===== src/rtl/mc_ctrl_pkg.sv =====
// Shared types and encodings for the multicycle main controller.
// Mux select values match the existing datapath wiring.
package mc_ctrl_pkg;

    typedef enum logic [3:0] {
        S_FETCH    = 4'd0,
        S_DECODE   = 4'd1,
        S_MEMADR   = 4'd2,
        S_MEMREAD  = 4'd3,
        S_MEMWB    = 4'd4,
        S_MEMWRITE = 4'd5,
        S_EXECUTER = 4'd6,
        S_EXECUTEI = 4'd7,
        S_ALUWB    = 4'd8,
        S_BRANCH   = 4'd9,
        S_XSTART   = 4'd10,
        S_XWAIT    = 4'd11,
        S_XWB      = 4'd12,
        S_XWB_HI   = 4'd13,
        S_FAULT    = 4'd14
    } state_t;

    localparam logic [1:0] OP_DP     = 2'b00;
    localparam logic [1:0] OP_MEM    = 2'b01;
    localparam logic [1:0] OP_BRANCH = 2'b10;
    localparam logic [1:0] OP_ILL    = 2'b11;

    localparam logic [1:0] SRCA_RN     = 2'b00;
    localparam logic [1:0] SRCA_PC     = 2'b01;
    localparam logic [1:0] SRCA_ALUOUT = 2'b10;

    localparam logic [1:0] SRCB_RM     = 2'b00;
    localparam logic [1:0] SRCB_EXTIMM = 2'b01;
    localparam logic [1:0] SRCB_FOUR   = 2'b10;

    localparam logic [1:0] RES_ALUOUT    = 2'b00;
    localparam logic [1:0] RES_DATA      = 2'b01;
    localparam logic [1:0] RES_ALURESULT = 2'b10;
    localparam logic [1:0] RES_XU        = 2'b11;

    localparam logic [1:0] FC_NONE       = 2'b00;
    localparam logic [1:0] FC_ILLEGAL_OP = 2'b01;
    localparam logic [1:0] FC_XU_TIMEOUT = 2'b10;
    localparam logic [1:0] FC_BAD_XU_ID  = 2'b11;

endpackage


===== src/rtl/mc_ctrl_fsm_timer.sv =====
// Saturating watchdog for execution-unit waits.
// Tracks how many wait cycles have elapsed, counting the current one.
module mc_xu_timer #(
    parameter int TMR_W   = 8,
    parameter int TIMEOUT = 255
) (
    input  logic clk,
    input  logic reset,
    input  logic clr,
    input  logic inc,
    output logic hit
);

    logic [TMR_W-1:0] count_q;

    // clr is issued in the cycle before the first wait cycle, so it loads 1:
    // the count then equals the index of the wait cycle in progress.
    always_ff @(posedge clk or negedge reset) begin
        if (!reset) begin
            count_q <= '0;
        end else if (clr) begin
            count_q <= TMR_W'(1);
        end else if (inc && (count_q != {TMR_W{1'b1}})) begin
            count_q <= count_q + TMR_W'(1);
        end
    end

    assign hit = (count_q == TMR_W'(TIMEOUT));

endmodule


===== src/rtl/mc_ctrl_fsm.sv =====
// Multicycle main FSM: fetch/decode/memory/ALU/branch sequencing plus a
// start/done handshake to variable-latency execution units with a watchdog.
module mc_ctrl_fsm
    import mc_ctrl_pkg::*;
#(
    parameter int NUM_XU  = 2,
    parameter int XU_IDW  = 1,
    parameter int FPU_ID  = 1,
    parameter int TIMEOUT = 255,
    parameter int TMR_W   = 8
) (
    input  logic              clk,
    input  logic              reset,
    input  logic [1:0]        Op,
    input  logic [5:0]        Funct,
    input  logic              xu_op,
    input  logic [XU_IDW-1:0] xu_id,
    input  logic              xu_wide,
    input  logic              cond_ex,
    input  logic [NUM_XU-1:0] xu_done,
    output logic              IRWrite,
    output logic              NextPC,
    output logic              RegW,
    output logic              MemW,
    output logic              FpuW,
    output logic              Branch,
    output logic              ALUOp,
    output logic              AdrSrc,
    output logic [1:0]        ALUSrcA,
    output logic [1:0]        ALUSrcB,
    output logic [1:0]        ResultSrc,
    output logic              Src_64b,
    output logic [NUM_XU-1:0] xu_start,
    output logic              xu_abort,
    output logic              fault,
    output logic [1:0]        fault_code
);

    state_t            state_q, state_d;
    logic [XU_IDW-1:0] id_q, id_d;
    logic              wide_q, wide_d;
    logic [1:0]        code_q, code_d;
    logic [NUM_XU-1:0] id_onehot;
    logic              done_sel;
    logic              id_bad;
    logic              tmr_hit;
    logic              funct_unused;

    // Only the latched unit's done bit is ever looked at.
    assign id_onehot    = NUM_XU'(1) << id_q;
    assign done_sel     = |(xu_done & id_onehot);
    assign id_bad       = 32'(xu_id) >= 32'(NUM_XU);
    assign funct_unused = ^Funct[4:1];

    mc_xu_timer #(
        .TMR_W   (TMR_W),
        .TIMEOUT (TIMEOUT)
    ) u_timer (
        .clk   (clk),
        .reset (reset),
        .clr   (state_q == S_XSTART),
        .inc   (state_q == S_XWAIT),
        .hit   (tmr_hit)
    );

    always_ff @(posedge clk or negedge reset) begin
        if (!reset) begin
            state_q <= S_FETCH;
            id_q    <= '0;
            wide_q  <= 1'b0;
            code_q  <= FC_NONE;
        end else begin
            state_q <= state_d;
            id_q    <= id_d;
            wide_q  <= wide_d;
            code_q  <= code_d;
        end
    end

    always_comb begin
        state_d = state_q;
        id_d    = id_q;
        wide_d  = wide_q;
        code_d  = code_q;
        case (state_q)
            S_FETCH:    state_d = S_DECODE;
            S_DECODE: begin
                case (Op)
                    OP_MEM:    state_d = S_MEMADR;
                    OP_BRANCH: state_d = S_BRANCH;
                    OP_ILL: begin
                        state_d = S_FAULT;
                        code_d  = FC_ILLEGAL_OP;
                    end
                    default: begin
                        if (xu_op) begin
                            if (id_bad) begin
                                state_d = S_FAULT;
                                code_d  = FC_BAD_XU_ID;
                            end else if (!cond_ex) begin
                                state_d = S_FETCH;
                            end else begin
                                state_d = S_XSTART;
                                id_d    = xu_id;
                                wide_d  = xu_wide;
                            end
                        end else if (Funct[5]) begin
                            state_d = S_EXECUTEI;
                        end else begin
                            state_d = S_EXECUTER;
                        end
                    end
                endcase
            end
            S_MEMADR:   state_d = Funct[0] ? S_MEMREAD : S_MEMWRITE;
            S_MEMREAD:  state_d = S_MEMWB;
            S_MEMWB:    state_d = S_FETCH;
            S_MEMWRITE: state_d = S_FETCH;
            S_EXECUTER: state_d = S_ALUWB;
            S_EXECUTEI: state_d = S_ALUWB;
            S_ALUWB:    state_d = S_FETCH;
            S_BRANCH:   state_d = S_FETCH;
            S_XSTART:   state_d = done_sel ? S_XWB : S_XWAIT;
            S_XWAIT: begin
                if (done_sel) begin
                    state_d = S_XWB;
                end else if (tmr_hit) begin
                    state_d = S_FAULT;
                    code_d  = FC_XU_TIMEOUT;
                end
            end
            S_XWB:      state_d = wide_q ? S_XWB_HI : S_FETCH;
            S_XWB_HI:   state_d = S_FETCH;
            S_FAULT:    state_d = S_FETCH;
            default:    state_d = S_FETCH;
        endcase
    end

    // Outputs are forced low while reset is held, even though the state is FETCH.
    always_comb begin
        IRWrite    = 1'b0;
        NextPC     = 1'b0;
        RegW       = 1'b0;
        MemW       = 1'b0;
        FpuW       = 1'b0;
        Branch     = 1'b0;
        ALUOp      = 1'b0;
        AdrSrc     = 1'b0;
        ALUSrcA    = SRCA_RN;
        ALUSrcB    = SRCB_RM;
        ResultSrc  = RES_ALUOUT;
        Src_64b    = 1'b0;
        xu_start   = '0;
        xu_abort   = 1'b0;
        fault      = 1'b0;
        fault_code = FC_NONE;
        if (reset) begin
            case (state_q)
                S_FETCH: begin
                    IRWrite   = 1'b1;
                    NextPC    = 1'b1;
                    ALUSrcA   = SRCA_PC;
                    ALUSrcB   = SRCB_FOUR;
                    ResultSrc = RES_ALURESULT;
                end
                S_DECODE: begin
                    ALUSrcA   = SRCA_PC;
                    ALUSrcB   = SRCB_FOUR;
                    ResultSrc = RES_ALURESULT;
                end
                S_MEMADR:   ALUSrcB = SRCB_EXTIMM;
                S_MEMREAD:  AdrSrc  = 1'b1;
                S_MEMWB: begin
                    ResultSrc = RES_DATA;
                    RegW      = 1'b1;
                end
                S_MEMWRITE: begin
                    AdrSrc = 1'b1;
                    MemW   = 1'b1;
                end
                S_EXECUTER: ALUOp = 1'b1;
                S_EXECUTEI: begin
                    ALUSrcB = SRCB_EXTIMM;
                    ALUOp   = 1'b1;
                end
                S_ALUWB:    RegW = 1'b1;
                S_BRANCH: begin
                    ALUSrcB   = SRCB_EXTIMM;
                    ResultSrc = RES_ALURESULT;
                    Branch    = 1'b1;
                end
                S_XSTART:   xu_start = id_onehot;
                S_XWAIT:    xu_abort = !done_sel && tmr_hit;
                S_XWB, S_XWB_HI: begin
                    ResultSrc = RES_XU;
                    Src_64b   = (state_q == S_XWB_HI);
                    if (id_q == XU_IDW'(FPU_ID)) begin
                        FpuW = 1'b1;
                    end else begin
                        RegW = 1'b1;
                    end
                end
                S_FAULT: begin
                    fault      = 1'b1;
                    fault_code = code_q;
                end
                default: ;
            endcase
        end
    end

endmodule


===== config.mk =====
export PLATFORM = sky130hd
export DESIGN_NAME = mc_ctrl_fsm
export DESIGN_NICKNAME = d
export VERILOG_FILES = /design/src/rtl/mc_ctrl_pkg.sv /design/src/rtl/mc_ctrl_fsm_timer.sv /design/src/rtl/mc_ctrl_fsm.sv
export SDC_FILE = /design/constraint.sdc
export NUM_CORES = 1
export LEC_CHECK = 0
export BUFFER_PORTS_ARGS = -buffer_cell sky130_fd_sc_hd__clkbuf_2
export CAP_MARGIN = 25
export CELL_PAD_IN_SITES_DETAIL_PLACEMENT = 2
export CELL_PAD_IN_SITES_GLOBAL_PLACEMENT = 2
export CORE_MARGIN = 2
export CORE_UTILIZATION = 31
export CTS_CLUSTER_DIAMETER = 50
export CTS_CLUSTER_SIZE = 16
export DETAILED_ROUTE_END_ITERATION = 6
export PLACE_DENSITY_LB_ADDON = 0.1
export RECOVER_POWER = 50
export SKIP_CTS_REPAIR_TIMING = 1
export SLEW_MARGIN = 20
export SYNTH_ARGS = -nofsm -noshare
export SYNTH_HDL_FRONTEND = slang
export SYNTH_SLANG_ARGS = --single-unit

===== constraint.sdc =====
create_clock -name clk -period 2.87 [get_ports clk]
set_input_delay 0.1435 -clock clk [delete_from_list [all_inputs] [get_ports clk]]
set_output_delay 0.1435 -clock clk [all_outputs]
set_load 0.01 [all_outputs]

==> flow_results.org <==
** Floorplan
- Starting density of the core :: 0.3256
- The core region is 3716 µm².
- The die is 66.48 µm wide.
- The die covers 4419 µm².
- The initialized floorplan defines 22 standard-cell rows.
- 37 I/O pins were placed.
- The floorplan step set the die height to 66.48 µm.

** Pwr
- The share of total power dissipated in combinational logic is 0.473.
- Across the VDD grid, the largest voltage drop is 0.3712 mV.
- Proportion of power drawn by flip-flops and latches :: 0.364
- Leakage power :: 0.6557 nW
- Power per cell area :: 743.6 nW/µm²
- Net switching power of the design :: 484.1 µW
- Switching share of power :: 0.4517
- Clock network power share :: 0.163
- Total internal power :: 587.7 µW

** Timing
- Clock Skew :: 0.001749 ns
- Final setup viols :: 0
- The final number of hold-violating endpoints is 0.
- Time the worst path needs with I/O delays and setup :: 2.071 ns
- The number of slew-limit violations in the final report was 0.
- Fmax achieved :: 0.4828 GHz
- Relative slew margins :: 0.5261
- Setup total negative slack on the finished layout was measured at 0 ns.
- Setup repair after global routing left no endpoint under its margin.
- Period Utilization, post-route :: 0.7217
- For the pin with the worst max-slew slack, the measured transition is 0.7109 ns.

** Setup path
- The signal on the critical path passes through nand4b_1 > clkbuf_1 > a21oi_1 > o21bai_1 > a21boi_0.
- For the worst setup path, the data required time is 3.00 ns.
- Crit path capture type :: register
- STA classifies the critical path startpoint as a register.
- Largest stage delay on the critical path :: 0.64 ns
- Critical-path maximum fanout :: 14
- Signal arrival time at the worst endpoint :: 2.20 ns
- CP Class :: register to register
- Among all stages on the critical path, the largest delay is contributed by sky130_fd_sc_hd__dfrtp_1.

** Final layout
- Relative area change from synthesis to final layout :: 19.13%
- For this run, the number of standard cells in the final layout without fillers is 223.
- Number of nets at the end of the flow :: 194
- In the final layout, the share of cells above drive strength 1 is 0.2286.
- The repair_antennas step left the layout with diodes totalling 0.
- Fill cells in the final layout number 446.

** Synthesis
- Synthesis produced a netlist with a net count of 163.
- Number of enable flip-flop cells after synthesis :: 0
- Top area cells in the synthesized netlist :: sky130_fd_sc_hd__dfrtp_1 (33%), sky130_fd_sc_hd__nor2_1 (5.0%), sky130_fd_sc_hd__nand2_1 (4.3%), sky130_fd_sc_hd__a21oi_1 (4.1%), sky130_fd_sc_hd__mux2i_1 (3.3%)
- Cell taking the most area after synthesis :: sky130_fd_sc_hd__dfrtp_1
- Number of synthesized register bits :: 16
- Async SR Flop Fraction :: 1.000
- Synthesis handed over a netlist of 146 instances.
- The commonest cells after synthesis are sky130_fd_sc_hd__dfrtp_1 (16), sky130_fd_sc_hd__nor2_1 (16), sky130_fd_sc_hd__nand2_1 (14).
- Yosys printed 0 warnings.
- Sequential element share of the synthesized area :: 0.3309
- Of the post-synthesis cell area, the dominant cell type holds 0.3309.
- Dominant synthesized flop cell :: sky130_fd_sc_hd__dfrtp_1
- Cell area after technology mapping :: 1210 µm²
- Synthesized area per cell :: 8.287 µm²
- Number of distinct library cells after synthesis :: 50

** Clocking
- Worst-case clock buffer depth :: 2
- Clock-pin slew was measured on the worst setup and hold paths at 0.07 ns.
- TritonCTS built the clock tree.
- For this design, the sink count on the clock tree is 16.
- Clock Latency Late Sink :: 0.25 ns
- In this run the number of H-tree levels came out at 1.
- Buffer type at the clock tree root :: sky130_fd_sc_hd__clkbuf_8
- Cts bufs inserted :: 3

** Drt
- Final ANT Viol Nets :: 0
- For this block, the initial DRC count from the detailed router was 46.
- The final route contains 1216 vias.
- WL final :: 3.719 mm
- Using the TritonRoute via totals, the vias-per-cell ratio works out to 5.453.
- In the routed design, unresolved DRC markers number 0.
- Routed len/inst :: 16.68 µm
- Initial DRT Pass Iterations :: 4

** Outcome
- The run finished with clean final reports.

** GRT
- Global routing finished with a remaining overflow of 0.
- The number of global-route vias before repair came to 1320.
- First-pass GRT wire length :: 6.417 mm
- Antenna violations before repair :: 0
- Entering global routing, the biggest net connects 26 pins.
- Overall global routing resource usage :: 0.1923

** Worst hold path
- The path class of the tightest hold or removal check is input pin to register.

** Placed design
- Count of input and output buffers :: 31
- Once placement completed, the tool counted placed cells totaling 219.
- At the end of routability-driven placement, the weighted congestion stood at 0.7651.
- The wire-length estimate of the detail-placed layout is 2.846 mm.

** Run
- Total of max-cap violations :: 0
[critical path: cells and delay by family, from the launching register on]
| family | cells | cell delay [ns] |
|---|---|---|
| AO/OA/AOI/OAI | 3 | 0.95 |
| flip-flops | 1 | 0.64 |
| AND/OR/NAND/NOR | 1 | 0.14 |
| buffers and inverters | 1 | 0.22 |
[area by class of cell]
type	count	area (µm²)	share of cell area
Clock buffer	3	41.29	0.02865
Inverter	8	30.03	0.02083
Multi-Input combinational cell	112	721.9	0.5009
Sequential cell	16	400.4	0.2778
Tap cell	48	60.06	0.04167
Timing Repair Buffer	36	187.7	0.1302
[path summary, 6_finish.rpt]
path | depth (start not counted) | slack (ns) | endpoint | from
max in group asynchronous | 2 | 2.06 | id_q$_DFFE_PN0P_ | reset
min | 2 | 0.10 | wide_q$_DFFE_PN0P_ | xu_wide
min in group asynchronous | 2 | 0.43 | u_timer.count_q[7]$_DFFE_PN0P_ | reset
max reg2reg | 5 | 0.80 | code_q[1]$_DFFE_PN0P_ | state_q[0]$_DFFE_PN0P_
max | 5 | 0.80 | code_q[1]$_DFFE_PN0P_ | state_q[0]$_DFFE_PN0P_
min reg2reg | 1 | 0.52 | u_timer.count_q[3]$_DFFE_PN0P_ | u_timer.count_q[3]$_DFFE_PN0P_
[per-stage QoR]
step                hold WS, ns  power (mW)  setup slack, ns  utilization  area (µm²)
floorplan               -0.1521      0.7371            1.185            -        1210
global route             0.1014       1.168           0.6239       0.3879        1441
CTS                     -0.1049       1.089           0.8071       0.3872        1439
global placement         0.1619      0.8784           0.9372       0.3761        1398
detailed placement       0.1692      0.9099           0.8285       0.3761        1398
finish                   0.1002       1.072           0.7987       0.3879        1441
[state kept, by name, summed over array words and instances, names as in the netlist]
register         count
code_q               2
state_q              4
id_q                 1
u_timer.count_q      8
wide_q               1
[layout by cell type, fill, tap and decap left out, types with 4 or more instances in the layout]
cell,n
sky130_fd_sc_hd__o21ai_0,6
sky130_fd_sc_hd__dfrtp_1,16
sky130_fd_sc_hd__nor2_1,16
sky130_fd_sc_hd__nor3_1,5
sky130_fd_sc_hd__nand2_1,14
sky130_fd_sc_hd__nand3_1,4
sky130_fd_sc_hd__inv_1,8
sky130_fd_sc_hd__clkbuf_2,28
sky130_fd_sc_hd__mux2i_1,4
sky130_fd_sc_hd__a21oi_1,10
sky130_fd_sc_hd__nor3b_1,4
sky130_fd_sc_hd__clkbuf_1,4
[layer usage]
metal	GRT usage	wire (µm)
met5	0	0
met4	0.03827	12
met3	0.03885	155
met2	0.3450	1804
met1	0.2372	1746
[power by group through the flow]
| stage | Clock (mW) | Combinational (mW) | Sequential (mW) |
|---|---|---|---|
| after detailed placement | 0 | 0.516 | 0.393 |
| after global routing | 0.192 | 0.574 | 0.402 |
| after CTS | 0.180 | 0.518 | 0.390 |
| after floorplan | 0 | 0.409 | 0.329 |
| final | 0.174 | 0.507 | 0.390 |
| after global placement | 0 | 0.490 | 0.388 |
[logic make-up (layout without fill, tap and decap cells)]
logic type	Yosys count	after routing	share of synthesized area
and+or+nand+nor	64	64	0.2968
AOI/OAI and AO/OA	36	36	0.2058
buffers and inverters	18	47	0.07239
DFF	16	16	0.3309
muxes	6	6	0.05171
xor gates and xnor gates	4	4	0.02896
adders and majority gates	1	1	0.01034
other	1	1	0.003099
(Power assumes the default switching activity.)
